===== src/rtl/axi_buf_if.sv =====
// Full AXI channel bundle (AW, W, B, AR, R) shared by both sides of axi_buf.
// Each instance sets its own ID width, so the two sides of a buffer may differ.
interface axi_channel #(
  parameter int ID_W   = 4,
  parameter int ADDR_W = 32,
  parameter int DATA_W = 32,
  parameter int USER_W = 1
);
  logic [ID_W-1:0]     aw_id;
  logic [ADDR_W-1:0]   aw_addr;
  logic [7:0]          aw_len;
  logic [2:0]          aw_size;
  logic [1:0]          aw_burst;
  logic [USER_W-1:0]   aw_user;
  logic                aw_valid;
  logic                aw_ready;

  logic [DATA_W-1:0]   w_data;
  logic [DATA_W/8-1:0] w_strb;
  logic                w_last;
  logic [USER_W-1:0]   w_user;
  logic                w_valid;
  logic                w_ready;

  logic [ID_W-1:0]     b_id;
  logic [1:0]          b_resp;
  logic [USER_W-1:0]   b_user;
  logic                b_valid;
  logic                b_ready;

  logic [ID_W-1:0]     ar_id;
  logic [ADDR_W-1:0]   ar_addr;
  logic [7:0]          ar_len;
  logic [2:0]          ar_size;
  logic [1:0]          ar_burst;
  logic [USER_W-1:0]   ar_user;
  logic                ar_valid;
  logic                ar_ready;

  logic [ID_W-1:0]     r_id;
  logic [DATA_W-1:0]   r_data;
  logic [1:0]          r_resp;
  logic                r_last;
  logic [USER_W-1:0]   r_user;
  logic                r_valid;
  logic                r_ready;

  modport master (
    output aw_id, aw_addr, aw_len, aw_size, aw_burst, aw_user, aw_valid,
    input  aw_ready,
    output w_data, w_strb, w_last, w_user, w_valid,
    input  w_ready,
    input  b_id, b_resp, b_user, b_valid,
    output b_ready,
    output ar_id, ar_addr, ar_len, ar_size, ar_burst, ar_user, ar_valid,
    input  ar_ready,
    input  r_id, r_data, r_resp, r_last, r_user, r_valid,
    output r_ready
  );

  modport slave (
    input  aw_id, aw_addr, aw_len, aw_size, aw_burst, aw_user, aw_valid,
    output aw_ready,
    input  w_data, w_strb, w_last, w_user, w_valid,
    output w_ready,
    output b_id, b_resp, b_user, b_valid,
    input  b_ready,
    input  ar_id, ar_addr, ar_len, ar_size, ar_burst, ar_user, ar_valid,
    output ar_ready,
    output r_id, r_data, r_resp, r_last, r_user, r_valid,
    input  r_ready
  );
endinterface


===== src/rtl/axi_buf.sv =====
// AXI buffer: one independently sized FIFO per channel, depth 0 = wire-through.
// Request IDs are zero-extended towards the slave, response IDs truncated back.

module axi_buf_fifo #(
  parameter int DEPTH = 2,
  parameter int WIDTH = 8
) (
  input  logic             clk,
  input  logic             rst,
  input  logic             in_valid,
  output logic             in_ready,
  input  logic [WIDTH-1:0] in_payload,
  output logic             out_valid,
  input  logic             out_ready,
  output logic [WIDTH-1:0] out_payload
);
  if (DEPTH <= 0) begin : g_wire
    logic unused_clk_rst;
    assign unused_clk_rst = clk | rst;
    assign out_valid      = in_valid;
    assign out_payload    = in_payload;
    assign in_ready       = out_ready;
  end else begin : g_fifo
    localparam int PTR_W = (DEPTH > 1) ? $clog2(DEPTH) : 1;
    localparam int CNT_W = $clog2(DEPTH + 1);
    localparam logic [PTR_W-1:0] LAST = PTR_W'(DEPTH - 1);
    localparam logic [CNT_W-1:0] FULL = CNT_W'(DEPTH);

    logic [WIDTH-1:0] mem [DEPTH];
    logic [PTR_W-1:0] rd_ptr;
    logic [PTR_W-1:0] wr_ptr;
    logic [CNT_W-1:0] count;
    logic             push;
    logic             pop;

    // Both flags come from the count register only, so in_ready never
    // depends combinationally on out_ready.
    assign in_ready    = (count < FULL) && !rst;
    assign out_valid   = (count != '0) && !rst;
    assign out_payload = mem[rd_ptr];
    assign push        = in_valid && in_ready;
    assign pop         = out_valid && out_ready;

    // NOTE: state registers use non-blocking assignments so every flop samples
    // pre-edge values regardless of process evaluation order.
    always_ff @(posedge clk) begin
      if (rst) begin
        rd_ptr <= '0;
        wr_ptr <= '0;
        count  <= '0;
      end else begin
        if (push) wr_ptr <= (wr_ptr == LAST) ? '0 : wr_ptr + PTR_W'(1);
        if (pop)  rd_ptr <= (rd_ptr == LAST) ? '0 : rd_ptr + PTR_W'(1);
        if (push && !pop)      count <= count + CNT_W'(1);
        else if (pop && !push) count <= count - CNT_W'(1);
      end
    end

    // NOTE: storage is deliberately left out of reset; count gates every read,
    // so stale entries are never visible and the array can map to plain RAM.
    always_ff @(posedge clk) begin
      if (push) mem[wr_ptr] <= in_payload;
    end
  end
endmodule

module axi_buf #(
  parameter int AW_DEPTH = 2,
  parameter int W_DEPTH  = 2,
  parameter int B_DEPTH  = 2,
  parameter int AR_DEPTH = 2,
  parameter int R_DEPTH  = 2
) (
  input  logic       clk,
  input  logic       rst,
  axi_channel.slave  master,
  axi_channel.master slave
);
  localparam int IDM    = $bits(master.aw_id);
  localparam int IDS    = $bits(slave.aw_id);
  localparam int ADDR_W = $bits(master.aw_addr);
  localparam int DATA_W = $bits(master.w_data);
  localparam int STRB_W = $bits(master.w_strb);
  localparam int USER_W = $bits(master.aw_user);

  localparam int AX_W = IDM + ADDR_W + 8 + 3 + 2 + USER_W;
  localparam int W_W  = DATA_W + STRB_W + 1 + USER_W;
  localparam int B_W  = IDM + 2 + USER_W;
  localparam int R_W  = IDM + DATA_W + 2 + 1 + USER_W;

  if (AW_DEPTH < 0 || W_DEPTH < 0 || B_DEPTH < 0 || AR_DEPTH < 0 || R_DEPTH < 0)
  begin : g_bad_depth
    $fatal(1, "axi_buf: FIFO depths must be >= 0");
  end
  if (IDS < IDM) begin : g_bad_id
    $fatal(1, "axi_buf: slave-side ID narrower than master-side ID");
  end
  if ($bits(slave.aw_addr) != ADDR_W || $bits(slave.w_data) != DATA_W ||
      $bits(slave.aw_user) != USER_W) begin : g_bad_width
    $fatal(1, "axi_buf: addr/data/user widths differ between sides");
  end

  // Only the low IDM bits of response IDs travel back upstream.
  logic unused_id_bits;
  assign unused_id_bits = ^{slave.b_id, slave.r_id};

  // AW: master -> slave
  logic [AX_W-1:0] aw_in, aw_out;
  logic [IDM-1:0]  aw_id_out;
  assign aw_in = {master.aw_id, master.aw_addr, master.aw_len, master.aw_size,
                  master.aw_burst, master.aw_user};
  assign {aw_id_out, slave.aw_addr, slave.aw_len, slave.aw_size,
          slave.aw_burst, slave.aw_user} = aw_out;
  assign slave.aw_id = IDS'(aw_id_out);

  axi_buf_fifo #(.DEPTH(AW_DEPTH), .WIDTH(AX_W)) u_aw_fifo (
    .clk(clk), .rst(rst),
    .in_valid(master.aw_valid), .in_ready(master.aw_ready), .in_payload(aw_in),
    .out_valid(slave.aw_valid), .out_ready(slave.aw_ready), .out_payload(aw_out)
  );

  // W: master -> slave
  logic [W_W-1:0] w_in, w_out;
  assign w_in = {master.w_data, master.w_strb, master.w_last, master.w_user};
  assign {slave.w_data, slave.w_strb, slave.w_last, slave.w_user} = w_out;

  axi_buf_fifo #(.DEPTH(W_DEPTH), .WIDTH(W_W)) u_w_fifo (
    .clk(clk), .rst(rst),
    .in_valid(master.w_valid), .in_ready(master.w_ready), .in_payload(w_in),
    .out_valid(slave.w_valid), .out_ready(slave.w_ready), .out_payload(w_out)
  );

  // B: slave -> master
  logic [B_W-1:0] b_in, b_out;
  assign b_in = {slave.b_id[IDM-1:0], slave.b_resp, slave.b_user};
  assign {master.b_id, master.b_resp, master.b_user} = b_out;

  axi_buf_fifo #(.DEPTH(B_DEPTH), .WIDTH(B_W)) u_b_fifo (
    .clk(clk), .rst(rst),
    .in_valid(slave.b_valid), .in_ready(slave.b_ready), .in_payload(b_in),
    .out_valid(master.b_valid), .out_ready(master.b_ready), .out_payload(b_out)
  );

  // AR: master -> slave
  logic [AX_W-1:0] ar_in, ar_out;
  logic [IDM-1:0]  ar_id_out;
  assign ar_in = {master.ar_id, master.ar_addr, master.ar_len, master.ar_size,
                  master.ar_burst, master.ar_user};
  assign {ar_id_out, slave.ar_addr, slave.ar_len, slave.ar_size,
          slave.ar_burst, slave.ar_user} = ar_out;
  assign slave.ar_id = IDS'(ar_id_out);

  axi_buf_fifo #(.DEPTH(AR_DEPTH), .WIDTH(AX_W)) u_ar_fifo (
    .clk(clk), .rst(rst),
    .in_valid(master.ar_valid), .in_ready(master.ar_ready), .in_payload(ar_in),
    .out_valid(slave.ar_valid), .out_ready(slave.ar_ready), .out_payload(ar_out)
  );

  // R: slave -> master
  logic [R_W-1:0] r_in, r_out;
  assign r_in = {slave.r_id[IDM-1:0], slave.r_data, slave.r_resp, slave.r_last,
                 slave.r_user};
  assign {master.r_id, master.r_data, master.r_resp, master.r_last,
          master.r_user} = r_out;

  axi_buf_fifo #(.DEPTH(R_DEPTH), .WIDTH(R_W)) u_r_fifo (
    .clk(clk), .rst(rst),
    .in_valid(slave.r_valid), .in_ready(slave.r_ready), .in_payload(r_in),
    .out_valid(master.r_valid), .out_ready(master.r_ready), .out_payload(r_out)
  );
endmodule


===== src/flat_wrapper.sv =====
// flat-port wrapper written by rule: the top's interface ports become plain ports
module axi_buf_flat 
#(
  parameter int AW_DEPTH = 2,
  parameter int W_DEPTH  = 2,
  parameter int B_DEPTH  = 2,
  parameter int AR_DEPTH = 2,
  parameter int R_DEPTH  = 2
)
  (clk, rst, master_aw_id, master_aw_addr, master_aw_len, master_aw_size, master_aw_burst, master_aw_user, master_aw_valid, master_aw_ready, master_w_data, master_w_strb, master_w_last, master_w_user, master_w_valid, master_w_ready, master_b_id, master_b_resp, master_b_user, master_b_valid, master_b_ready, master_ar_id, master_ar_addr, master_ar_len, master_ar_size, master_ar_burst, master_ar_user, master_ar_valid, master_ar_ready, master_r_id, master_r_data, master_r_resp, master_r_last, master_r_user, master_r_valid, master_r_ready, slave_aw_id, slave_aw_addr, slave_aw_len, slave_aw_size, slave_aw_burst, slave_aw_user, slave_aw_valid, slave_aw_ready, slave_w_data, slave_w_strb, slave_w_last, slave_w_user, slave_w_valid, slave_w_ready, slave_b_id, slave_b_resp, slave_b_user, slave_b_valid, slave_b_ready, slave_ar_id, slave_ar_addr, slave_ar_len, slave_ar_size, slave_ar_burst, slave_ar_user, slave_ar_valid, slave_ar_ready, slave_r_id, slave_r_data, slave_r_resp, slave_r_last, slave_r_user, slave_r_valid, slave_r_ready);
  axi_channel #(.ID_W(4), .ADDR_W(16), .DATA_W(16), .USER_W(2)) master_i ();
  axi_channel #(.ID_W(6), .ADDR_W(16), .DATA_W(16), .USER_W(2)) slave_i ();
  input  logic clk;
  input  logic rst;
  input wire logic [$bits(master_i.aw_id)-1:0] master_aw_id;
  input wire logic [$bits(master_i.aw_addr)-1:0] master_aw_addr;
  input wire logic [$bits(master_i.aw_len)-1:0] master_aw_len;
  input wire logic [$bits(master_i.aw_size)-1:0] master_aw_size;
  input wire logic [$bits(master_i.aw_burst)-1:0] master_aw_burst;
  input wire logic [$bits(master_i.aw_user)-1:0] master_aw_user;
  input wire logic [$bits(master_i.aw_valid)-1:0] master_aw_valid;
  output wire logic [$bits(master_i.aw_ready)-1:0] master_aw_ready;
  input wire logic [$bits(master_i.w_data)-1:0] master_w_data;
  input wire logic [$bits(master_i.w_strb)-1:0] master_w_strb;
  input wire logic [$bits(master_i.w_last)-1:0] master_w_last;
  input wire logic [$bits(master_i.w_user)-1:0] master_w_user;
  input wire logic [$bits(master_i.w_valid)-1:0] master_w_valid;
  output wire logic [$bits(master_i.w_ready)-1:0] master_w_ready;
  output wire logic [$bits(master_i.b_id)-1:0] master_b_id;
  output wire logic [$bits(master_i.b_resp)-1:0] master_b_resp;
  output wire logic [$bits(master_i.b_user)-1:0] master_b_user;
  output wire logic [$bits(master_i.b_valid)-1:0] master_b_valid;
  input wire logic [$bits(master_i.b_ready)-1:0] master_b_ready;
  input wire logic [$bits(master_i.ar_id)-1:0] master_ar_id;
  input wire logic [$bits(master_i.ar_addr)-1:0] master_ar_addr;
  input wire logic [$bits(master_i.ar_len)-1:0] master_ar_len;
  input wire logic [$bits(master_i.ar_size)-1:0] master_ar_size;
  input wire logic [$bits(master_i.ar_burst)-1:0] master_ar_burst;
  input wire logic [$bits(master_i.ar_user)-1:0] master_ar_user;
  input wire logic [$bits(master_i.ar_valid)-1:0] master_ar_valid;
  output wire logic [$bits(master_i.ar_ready)-1:0] master_ar_ready;
  output wire logic [$bits(master_i.r_id)-1:0] master_r_id;
  output wire logic [$bits(master_i.r_data)-1:0] master_r_data;
  output wire logic [$bits(master_i.r_resp)-1:0] master_r_resp;
  output wire logic [$bits(master_i.r_last)-1:0] master_r_last;
  output wire logic [$bits(master_i.r_user)-1:0] master_r_user;
  output wire logic [$bits(master_i.r_valid)-1:0] master_r_valid;
  input wire logic [$bits(master_i.r_ready)-1:0] master_r_ready;
  output wire logic [$bits(slave_i.aw_id)-1:0] slave_aw_id;
  output wire logic [$bits(slave_i.aw_addr)-1:0] slave_aw_addr;
  output wire logic [$bits(slave_i.aw_len)-1:0] slave_aw_len;
  output wire logic [$bits(slave_i.aw_size)-1:0] slave_aw_size;
  output wire logic [$bits(slave_i.aw_burst)-1:0] slave_aw_burst;
  output wire logic [$bits(slave_i.aw_user)-1:0] slave_aw_user;
  output wire logic [$bits(slave_i.aw_valid)-1:0] slave_aw_valid;
  input wire logic [$bits(slave_i.aw_ready)-1:0] slave_aw_ready;
  output wire logic [$bits(slave_i.w_data)-1:0] slave_w_data;
  output wire logic [$bits(slave_i.w_strb)-1:0] slave_w_strb;
  output wire logic [$bits(slave_i.w_last)-1:0] slave_w_last;
  output wire logic [$bits(slave_i.w_user)-1:0] slave_w_user;
  output wire logic [$bits(slave_i.w_valid)-1:0] slave_w_valid;
  input wire logic [$bits(slave_i.w_ready)-1:0] slave_w_ready;
  input wire logic [$bits(slave_i.b_id)-1:0] slave_b_id;
  input wire logic [$bits(slave_i.b_resp)-1:0] slave_b_resp;
  input wire logic [$bits(slave_i.b_user)-1:0] slave_b_user;
  input wire logic [$bits(slave_i.b_valid)-1:0] slave_b_valid;
  output wire logic [$bits(slave_i.b_ready)-1:0] slave_b_ready;
  output wire logic [$bits(slave_i.ar_id)-1:0] slave_ar_id;
  output wire logic [$bits(slave_i.ar_addr)-1:0] slave_ar_addr;
  output wire logic [$bits(slave_i.ar_len)-1:0] slave_ar_len;
  output wire logic [$bits(slave_i.ar_size)-1:0] slave_ar_size;
  output wire logic [$bits(slave_i.ar_burst)-1:0] slave_ar_burst;
  output wire logic [$bits(slave_i.ar_user)-1:0] slave_ar_user;
  output wire logic [$bits(slave_i.ar_valid)-1:0] slave_ar_valid;
  input wire logic [$bits(slave_i.ar_ready)-1:0] slave_ar_ready;
  input wire logic [$bits(slave_i.r_id)-1:0] slave_r_id;
  input wire logic [$bits(slave_i.r_data)-1:0] slave_r_data;
  input wire logic [$bits(slave_i.r_resp)-1:0] slave_r_resp;
  input wire logic [$bits(slave_i.r_last)-1:0] slave_r_last;
  input wire logic [$bits(slave_i.r_user)-1:0] slave_r_user;
  input wire logic [$bits(slave_i.r_valid)-1:0] slave_r_valid;
  output wire logic [$bits(slave_i.r_ready)-1:0] slave_r_ready;
  assign master_i.aw_id = master_aw_id;
  assign master_i.aw_addr = master_aw_addr;
  assign master_i.aw_len = master_aw_len;
  assign master_i.aw_size = master_aw_size;
  assign master_i.aw_burst = master_aw_burst;
  assign master_i.aw_user = master_aw_user;
  assign master_i.aw_valid = master_aw_valid;
  assign master_aw_ready = master_i.aw_ready;
  assign master_i.w_data = master_w_data;
  assign master_i.w_strb = master_w_strb;
  assign master_i.w_last = master_w_last;
  assign master_i.w_user = master_w_user;
  assign master_i.w_valid = master_w_valid;
  assign master_w_ready = master_i.w_ready;
  assign master_b_id = master_i.b_id;
  assign master_b_resp = master_i.b_resp;
  assign master_b_user = master_i.b_user;
  assign master_b_valid = master_i.b_valid;
  assign master_i.b_ready = master_b_ready;
  assign master_i.ar_id = master_ar_id;
  assign master_i.ar_addr = master_ar_addr;
  assign master_i.ar_len = master_ar_len;
  assign master_i.ar_size = master_ar_size;
  assign master_i.ar_burst = master_ar_burst;
  assign master_i.ar_user = master_ar_user;
  assign master_i.ar_valid = master_ar_valid;
  assign master_ar_ready = master_i.ar_ready;
  assign master_r_id = master_i.r_id;
  assign master_r_data = master_i.r_data;
  assign master_r_resp = master_i.r_resp;
  assign master_r_last = master_i.r_last;
  assign master_r_user = master_i.r_user;
  assign master_r_valid = master_i.r_valid;
  assign master_i.r_ready = master_r_ready;
  assign slave_aw_id = slave_i.aw_id;
  assign slave_aw_addr = slave_i.aw_addr;
  assign slave_aw_len = slave_i.aw_len;
  assign slave_aw_size = slave_i.aw_size;
  assign slave_aw_burst = slave_i.aw_burst;
  assign slave_aw_user = slave_i.aw_user;
  assign slave_aw_valid = slave_i.aw_valid;
  assign slave_i.aw_ready = slave_aw_ready;
  assign slave_w_data = slave_i.w_data;
  assign slave_w_strb = slave_i.w_strb;
  assign slave_w_last = slave_i.w_last;
  assign slave_w_user = slave_i.w_user;
  assign slave_w_valid = slave_i.w_valid;
  assign slave_i.w_ready = slave_w_ready;
  assign slave_i.b_id = slave_b_id;
  assign slave_i.b_resp = slave_b_resp;
  assign slave_i.b_user = slave_b_user;
  assign slave_i.b_valid = slave_b_valid;
  assign slave_b_ready = slave_i.b_ready;
  assign slave_ar_id = slave_i.ar_id;
  assign slave_ar_addr = slave_i.ar_addr;
  assign slave_ar_len = slave_i.ar_len;
  assign slave_ar_size = slave_i.ar_size;
  assign slave_ar_burst = slave_i.ar_burst;
  assign slave_ar_user = slave_i.ar_user;
  assign slave_ar_valid = slave_i.ar_valid;
  assign slave_i.ar_ready = slave_ar_ready;
  assign slave_i.r_id = slave_r_id;
  assign slave_i.r_data = slave_r_data;
  assign slave_i.r_resp = slave_r_resp;
  assign slave_i.r_last = slave_r_last;
  assign slave_i.r_user = slave_r_user;
  assign slave_i.r_valid = slave_r_valid;
  assign slave_r_ready = slave_i.r_ready;
  axi_buf #(.AW_DEPTH(AW_DEPTH), .W_DEPTH(W_DEPTH), .B_DEPTH(B_DEPTH), .AR_DEPTH(AR_DEPTH), .R_DEPTH(R_DEPTH)) u_core (.clk(clk), .rst(rst), .master(master_i), .slave(slave_i));
endmodule

===== config.mk =====
export PLATFORM = sky130hd
export DESIGN_NAME = axi_buf_flat
export DESIGN_NICKNAME = d
export VERILOG_FILES = /design/src/rtl/axi_buf_if.sv /design/src/rtl/axi_buf.sv /design/src/flat_wrapper.sv
export SDC_FILE = /design/constraint.sdc
export NUM_CORES = 1
export LEC_CHECK = 0
export BUFFER_PORTS_ARGS = -buffer_cell sky130_fd_sc_hd__buf_2
export CAP_MARGIN = 20
export CORE_ASPECT_RATIO = 1.25
export CORE_MARGIN = 2
export CORE_UTILIZATION = 50
export CTS_CLUSTER_SIZE = 30
export DETAILED_ROUTE_END_ITERATION = 8
export PLACE_DENSITY = 0.77
export SYNTH_ARGS = -nofsm -noshare
export SYNTH_HDL_FRONTEND = slang
export SYNTH_SLANG_ARGS = --single-unit

===== constraint.sdc =====
create_clock -name clk -period 7.45 [get_ports clk]
set_input_delay 1.1175 -clock clk [delete_from_list [all_inputs] [get_ports clk]]
set_output_delay 1.1175 -clock clk [all_outputs]
set_load 0.03 [all_outputs]

==> results of run 1 <==
[worst paths after layout]
kind / startpoint / slack, ps / end
max: flop / 4030 / slave_aw_id[1]
min: u_core.u_ar_fifo.g_fifo.rd_ptr / 510 / u_core.u_ar_fifo.g_fifo.rd_ptr
max reg2reg: u_core.u_ar_fifo.g_fifo.count[1] / 5500 / u_core.u_ar_fifo.g_fifo.mem[0][8]
min reg2reg: u_core.u_ar_fifo.g_fifo.rd_ptr / 510 / u_core.u_ar_fifo.g_fifo.rd_ptr
[state kept, by name, indices dropped and copies added (netlist names), 2 cells and up, named ones only]
name / cells
u_core.u_aw_fifo.g_fifo.count: 2
u_core.u_r_fifo.g_fifo.count: 2
u_core.u_r_fifo.g_fifo.mem: 50
u_core.u_b_fifo.g_fifo.mem: 16
u_core.u_w_fifo.g_fifo.count: 2
u_core.u_b_fifo.g_fifo.count: 2
u_core.u_ar_fifo.g_fifo.count: 2
u_core.u_w_fifo.g_fifo.mem: 42
u_core.u_aw_fifo.g_fifo.mem: 70
u_core.u_ar_fifo.g_fifo.mem: 70
[cells in the final DEF (no fill, tap or decap), drive strengths merged, types with 10 or more instances in the layout]
master / n
clkinv: 10
o21ai: 10
edfxtp: 248
dfxtp: 25
nor2b: 10
nor2: 35
buf: 278
clkbuf: 33
xor2: 15
mux2: 124
[worst register-to-register path: cells and delay by family, from the launching register on]
kind	cells	cell delay, ps
simple gates	3	1220
flops	1	350
[logic make-up (layout without fill, tap and decap cells)]
logic type | after synthesis | count (layout) | share of synthesized area, %
flops | 273 | 273 | 78.4
mux | 124 | 124 | 13.8
simple gates | 65 | 65 | 3.02
buf+inv | 22 | 325 | 1.67
xor+xnor | 20 | 20 | 1.73
compound gates | 15 | 15 | 0.741
fa+ha+maj | 5 | 5 | 0.617
other cells | 1 | 6 | 0.0370
[through the flow]
| step | instances | setup WS (ps) | hold slack [ps] | total power (uW) | util [%] |
|---|---|---|---|---|---|
| 5_1_grt | 1103 | 3890 | 526 | 4020 | 63.0 |
| 6_report | 1103 | 4030 | 509 | 3870 | 63.0 |
| 3_5_place_dp | 1053 | 4290 | 490 | 2620 | 58.7 |
| 3_3_place_gp | 1052 | 4320 | 484 | 2600 | 58.6 |
| 4_1_cts | 1100 | 3970 | 508 | 3910 | 62.9 |
| 2_1_floorplan | 528 | 3470 | 472 | 2410 | - |
[layer usage]
metal / track usage [%] / vias up / routed length [microns]
met3: 4.50 / 38 / 1320
met4: 6.27 / 0 / 549
li1: - / 2564 / -
met5: 0 / - / 0
met1: 17.4 / 2628 / 6480
met2: 30.8 / 185 / 10000
[where the power goes]
| part | leakage (uW) | internal, uW | switching, uW |
|---|---|---|---|
| registers | 0.00248 | 1790 | 63.4 |
| logic | 0.00190 | 260 | 472 |
| clock network | 0.000409 | 764 | 516 |
| total | 0.00479 | 2820 | 1050 |
[final cells by class]
class                   instances  area (sq um)  area share [%]
clock inverters                14           140            1.11
diodes                          2          5.00          0.0396
repair buffers                278          1450            11.5
well taps                     270           338            2.68
multi-input cells             233          2050            16.2
clock buffers                  33           698            5.53
flip-flops and latches        273          7950            62.9
==> results.md, run 1 <==
• **antenna violations before repair** 2
• **count of synthesis-stage warnings from yosys** 0
• **max-cap violations** 0
• **relative max-transition margin** 30.3%
• **final RePlAce weighted congestion** 0.739
• **top achievable clock speed** 293 MHz
• **Clock Tree Root** sky130_fd_sc_hd__clkbuf_16
• **final worst path period need** 3420 ps
• **sequential area share after synthesis** 78.4%
• **crit path launch type** flop
• **library cell with the highest instance count after synthesis** sky130_fd_sc_hd__edfxtp_1
• **CP arrival** 2300 ps
• **biggest cell delay along the critical path** 820 ps
• **final worst-path cycle share** 45.8%
• **num rows** 58
• **cts repair resizes** 0
• **top cells by area in the synthesized netlist** sky130_fd_sc_hd__edfxtp_1 (73%), sky130_fd_sc_hd__mux2_1 (8.9%), sky130_fd_sc_hd__dfxtp_1 (4.9%)
• **largest net degree at the start of global routing** 36
• **I/O pins** 278
• **clk_lat worst skew** 520 ps
• **primary flip-flop cell chosen by synthesis mapping** sky130_fd_sc_hd__edfxtp_1
• **TritonCTS Buffers** 26
• **run status** completed
• **clock edge transition at the registers on the reported setup and hold paths** 60 ps
• **Cell variety after synth** 20
• **total number of cells along the worst setup path** 3
• **Core Footprint** 20,000 sq um
• **post-synthesis async set-or-reset flop share** 0%
• **HPWL after detailed placement** 12,400 microns
• **chain of cells forming the critical path** buf_4, mux2_1, buf_2
• **number of instances in the synthesized netlist** 525
• **standard cell with the maximum stage delay on the critical path** sky130_fd_sc_hd__dfxtp_1
• **die area** 21,400 sq um
• **cell class contributing the biggest share of worst-path delay** flip-flops
• **unrepaired setup endpoints after global routing** no
• **# H-tree levels** 1
• **average via count per standard cell** 4.91
• **Synth top cells by count** sky130_fd_sc_hd__edfxtp_1 (248), sky130_fd_sc_hd__mux2_1 (80), sky130_fd_sc_hd__mux2_2 (44)
• **first-pass detailed-route iteration total** 5
• **buffers and inverters on the worst path** 2
• **number of sinks on the clock net** 273
• **Worst Path Required** 6330 ps
• **biggest area consumer among synthesized cells** sky130_fd_sc_hd__edfxtp_1
• **count of final hold-check violations** 0
• **chip width** 131 microns
• **top cell type's share of synthesized area** 73.5%
• **Netlist Area Pre-Place** 10,100 sq um
• **number of filler instances in the final layout** 1,473
• **mean post-synth cell area** 19.3 sq um
• **fraction of layout instances using a drive strength above 1** 43.3%
• **wirelength, routed** 18,400 microns
• **maximum fanout along the worst path** 18
• **Setup TNS** 0 ps
• **number of pins with negative max-slew slack in the final report** 0
• **Via Count** 5,415
• **count of nets left with antenna violations after detail routing** 0
• **instance area after placement** 11,800 sq um
• **hold path cells** 2
• **Avg WL per Cell** 16.6 microns
• **number of DRC violations after detailed-routing iteration 0** 199
• **vertical extent of the die** 163 microns
• **Crit. End Element** output pin
• **Starting Density** 50.6%
• **final layout net count** 957
• **Worst Hold Class** reg2reg
• **flops & latches, synth** 273
• **via count of the first global-routing pass** 5,632
• **number of remaining DRC errors** 0
• **EDFF count, synth** 248
• **number of buffers inserted by hold repair at cts** 0
• **worst clock skew on the final layout** 18.1 ps
• **number of buffers on the longest clock path** 3
• **leakage component of the power** 0.00479 uW
• **total congestion overflow after global routing** 0
• **Worst Tran Pin Value** 1040 ps
• **type of the worst setup path** reg2out
• **worst vdd ir** 0.212 mV
• **post-route cell area** 12,600 sq um
• **post-CTS setup buffer count** 0
• **synthesis-to-layout area growth** 24.6%
• **first-pass GRT wire length** 27,700 microns
• **CTS tree** built
• **PwrDens** 306 nW/um^2
• **number of cells on the worst reg-to-reg path** 3
• **PortBufs** 269
• **aggregate global-route resource usage** 16.3%
• **number of setup violations in the final report** 0
Power figures use the tool's default switching activity.
==> inputs of run 2 (changes only) <==
Clock period 7.45 ns to 3.4 ns, I/O delays scaled along.
==> run 2 against run 1 <==
Critical path depth unchanged. Register-to-register slack worse by 3700 ps. Wire length down 2.1%. Clock-buffer cell count up 2. Largest power group unchanged. Highest routed layer is now met5.
==> results.md, run 2 (synthesized netlist as in run 1, its figures left out) <==
• **run status** completed
• **clock edge transition at the registers on the reported setup and hold paths** 60 ps, about the same
• **final layout net count** 960, +0.31%
• **average via count per standard cell** 4.90, -0.22%
• **number of pins with negative max-slew slack in the final report** 0, unchanged
• **multi-input logic area** 2050 sq um, unchanged
• **number of remaining DRC errors** 0, unchanged
• **final RePlAce weighted congestion** 0.745, +0.87%
• **Worst Tran Pin Value** 925 ps, -118 ps
• **I/O pins** 278, unchanged
• **CTS tree** built
• **crit path launch type** flop
• **chain of cells forming the critical path** buf_12, mux2_2, buf_2
• **Combinational Power Share** 19.2%, +0.3 points
• **internal power** 6090 uW, +120%
• **HPWL after detailed placement** 12,200 microns, -1.6%
• **Placement Setup Slack** 986 ps, -3300 ps
• **share of total power consumed by net switching** 27.1%, -0.044 points
• **die area** 21,400 sq um, unchanged
• **biggest cell delay along the critical path** 780 ps, -40 ps
• **unrepaired setup endpoints after global routing** no
• **wirelength, routed** 18,000 microns, -2.1%
• **via count of the first global-routing pass** 5,540, -1.6%
• **first-pass detailed-route iteration total** 4, -1
• **Setup TNS** 0 ps, unchanged
• **worst clock skew on the final layout** 8.49 ps, -9.65 ps
• **chip width** 131 microns, unchanged
• **number of filler instances in the final layout** 1,501, +1.9%
• **Via Count** 5,413, -0.037%
• **count of nets left with antenna violations after detail routing** 0, unchanged
• **sequential group share of total power** 48.5%, +0.5 points
• **Starting Density** 50.6%, unchanged
• **Avg WL per Cell** 16.3 microns, -2.3%
• **Switch Pwr** 2270 uW, +120%
• **type of the worst setup path** reg2out
• **relative max-transition margin** 38.2%, +7.9 points
• **maximum fanout along the worst path** 22, +4
• **leakage component of the power** 0.00477 uW, -0.33%
• **fraction of layout instances using a drive strength above 1** 43.4%, +0.068 points
• **vertical extent of the die** 163 microns, unchanged
• **setup ws final** 801 ps, -3230 ps
• **number of buffers on the longest clock path** 3, unchanged
• **first-pass GRT wire length** 26,900 microns, -2.6%
• **number of DRC violations after detailed-routing iteration 0** 289, +45%
• **max-cap violations** 0, unchanged
• **PwrDens** 664 nW/um^2, +120%
• **buffers and inverters on the worst path** 2, unchanged
• **final worst path period need** 2600 ps
• **most frequent cells in the layout** sky130_fd_sc_hd__buf_2 (269), sky130_fd_sc_hd__edfxtp_1 (248), sky130_fd_sc_hd__mux2_1 (80)
• **Core Footprint** 20,000 sq um, unchanged
• **top achievable clock speed** 385 MHz
• **cts repair resizes** 0, unchanged
• **number of setup violations in the final report** 0, unchanged
• **aggregate global-route resource usage** 15.9%, -0.44 points
• **Clock Tree Root** sky130_fd_sc_hd__clkbuf_16
• **Worst Path Required** 2890 ps, -3440 ps
• **worst vdd ir** 0.539 mV, +150%
• **number of buffers inserted by hold repair at cts** 0, unchanged
• **Clock power frac** 32.2%, -0.9 points
• **Worst Hold Class** in2reg
• **cell class contributing the biggest share of worst-path delay** flip-flops
• **num rows** 58, unchanged
• **most common cell after layout, fill and taps aside** sky130_fd_sc_hd__buf_2
• **count of final hold-check violations** 0, unchanged
• **PortBufs** 269, unchanged
• **post-CTS setup buffer count** 0, unchanged
• **flip-flop and latch area** 7950 sq um, unchanged
• **CP arrival** 2090 ps, -210 ps
• **total congestion overflow after global routing** 0, unchanged
• **clk_lat worst skew** 510 ps, about the same
• **largest net degree at the start of global routing** 36, unchanged
• **antenna violations before repair** 4, +2
• **Crit. End Element** output pin
• **number of sinks on the clock net** 273, unchanged
• **TritonCTS Buffers** 26, unchanged
• **# H-tree levels** 1, unchanged
• **final worst-path cycle share** 76.4%
• **standard cell with the maximum stage delay on the critical path** sky130_fd_sc_hd__dfxtp_1
• **registers with the most flip-flops** u_core.u_ar_fifo.g_fifo.mem: 70 flops, u_core.u_aw_fifo.g_fifo.mem: 70 flops, u_core.u_r_fifo.g_fifo.mem: 50 flops
• **synthesis-to-layout area growth** 24.3%
[run 2: changes by cell type in the layout (fill, tap and decap cells not counted), sizes merged]
| cell | delta |
|---|---|
| inv | -1 |
| bufinv | -1 |
| buf | +3 |
| clkbuf | +2 |
| clkinv | -3 |
| diode | +1 |
| clkinvlp | +1 |
[run 2: path summary, 6_finish.rpt]
path	slack, ps	cells after the start	start	end
max	800	3	flop	slave_ar_id[1]
min	180	1	master_ar_id[3]	u_core.u_ar_fifo.g_fifo.mem[1][34]
max reg2reg	1780	4	u_core.u_ar_fifo.g_fifo.count[1]	u_core.u_ar_fifo.g_fifo.mem[0][3]
min reg2reg	500	2	u_core.u_aw_fifo.g_fifo.rd_ptr	flop
[run 2: per-stage QoR]
step	power (uW)	instance area, sq um	instances	hold WS [ps]	util [%]
floorplan	5280	10100	528	472	-
global placement	5710	11800	1056	484	58.8
detailed placement	5750	11800	1056	487	58.8
CTS	8460	12600	1101	156	62.8
global route	8690	12600	1105	159	62.9
finish	8360	12600	1105	183	62.9
[run 2: metal layers]
metal | global-route usage [%] | vias to the layer above | wire length, microns
li1 | - | 2572 | -
met1 | 16.6 | 2597 | 6300
met2 | 29.9 | 194 | 9680
met3 | 4.19 | 48 | 1300
met4 | 7.31 | 2 | 680
met5 | 0 | - | 7
[run 2: worst register-to-register path: stages, from the launching register on]
cell and delay (ps):
sky130_fd_sc_hd__dfxtp_1 350, sky130_fd_sc_hd__nor2_1 190, sky130_fd_sc_hd__and2_1 180, sky130_fd_sc_hd__nor2b_4 130
sky130_fd_sc_hd__buf_4 400
[run 2: final cells by class]
cell class / instances / area share (%)
clock buffer: 35 / 5.60
antenna: 3 / 0.0596
tap: 270 / 2.68
multi-input combinational: 233 / 16.2
timing repair buffer: 281 / 11.6
sequential: 273 / 63.1
clock inverter: 10 / 0.765
[run 2: power by group through the flow]
| stage | Sequential, uW | Clock [uW] | Combinational, uW |
|---|---|---|---|
| after floorplan | 4070 | 0 | 1210 |
| after global placement | 4120 | 0 | 1600 |
| after detailed placement | 4130 | 0 | 1620 |
| after CTS | 4060 | 2770 | 1630 |
| after global routing | 4080 | 2890 | 1720 |
| final | 4060 | 2690 | 1610 |
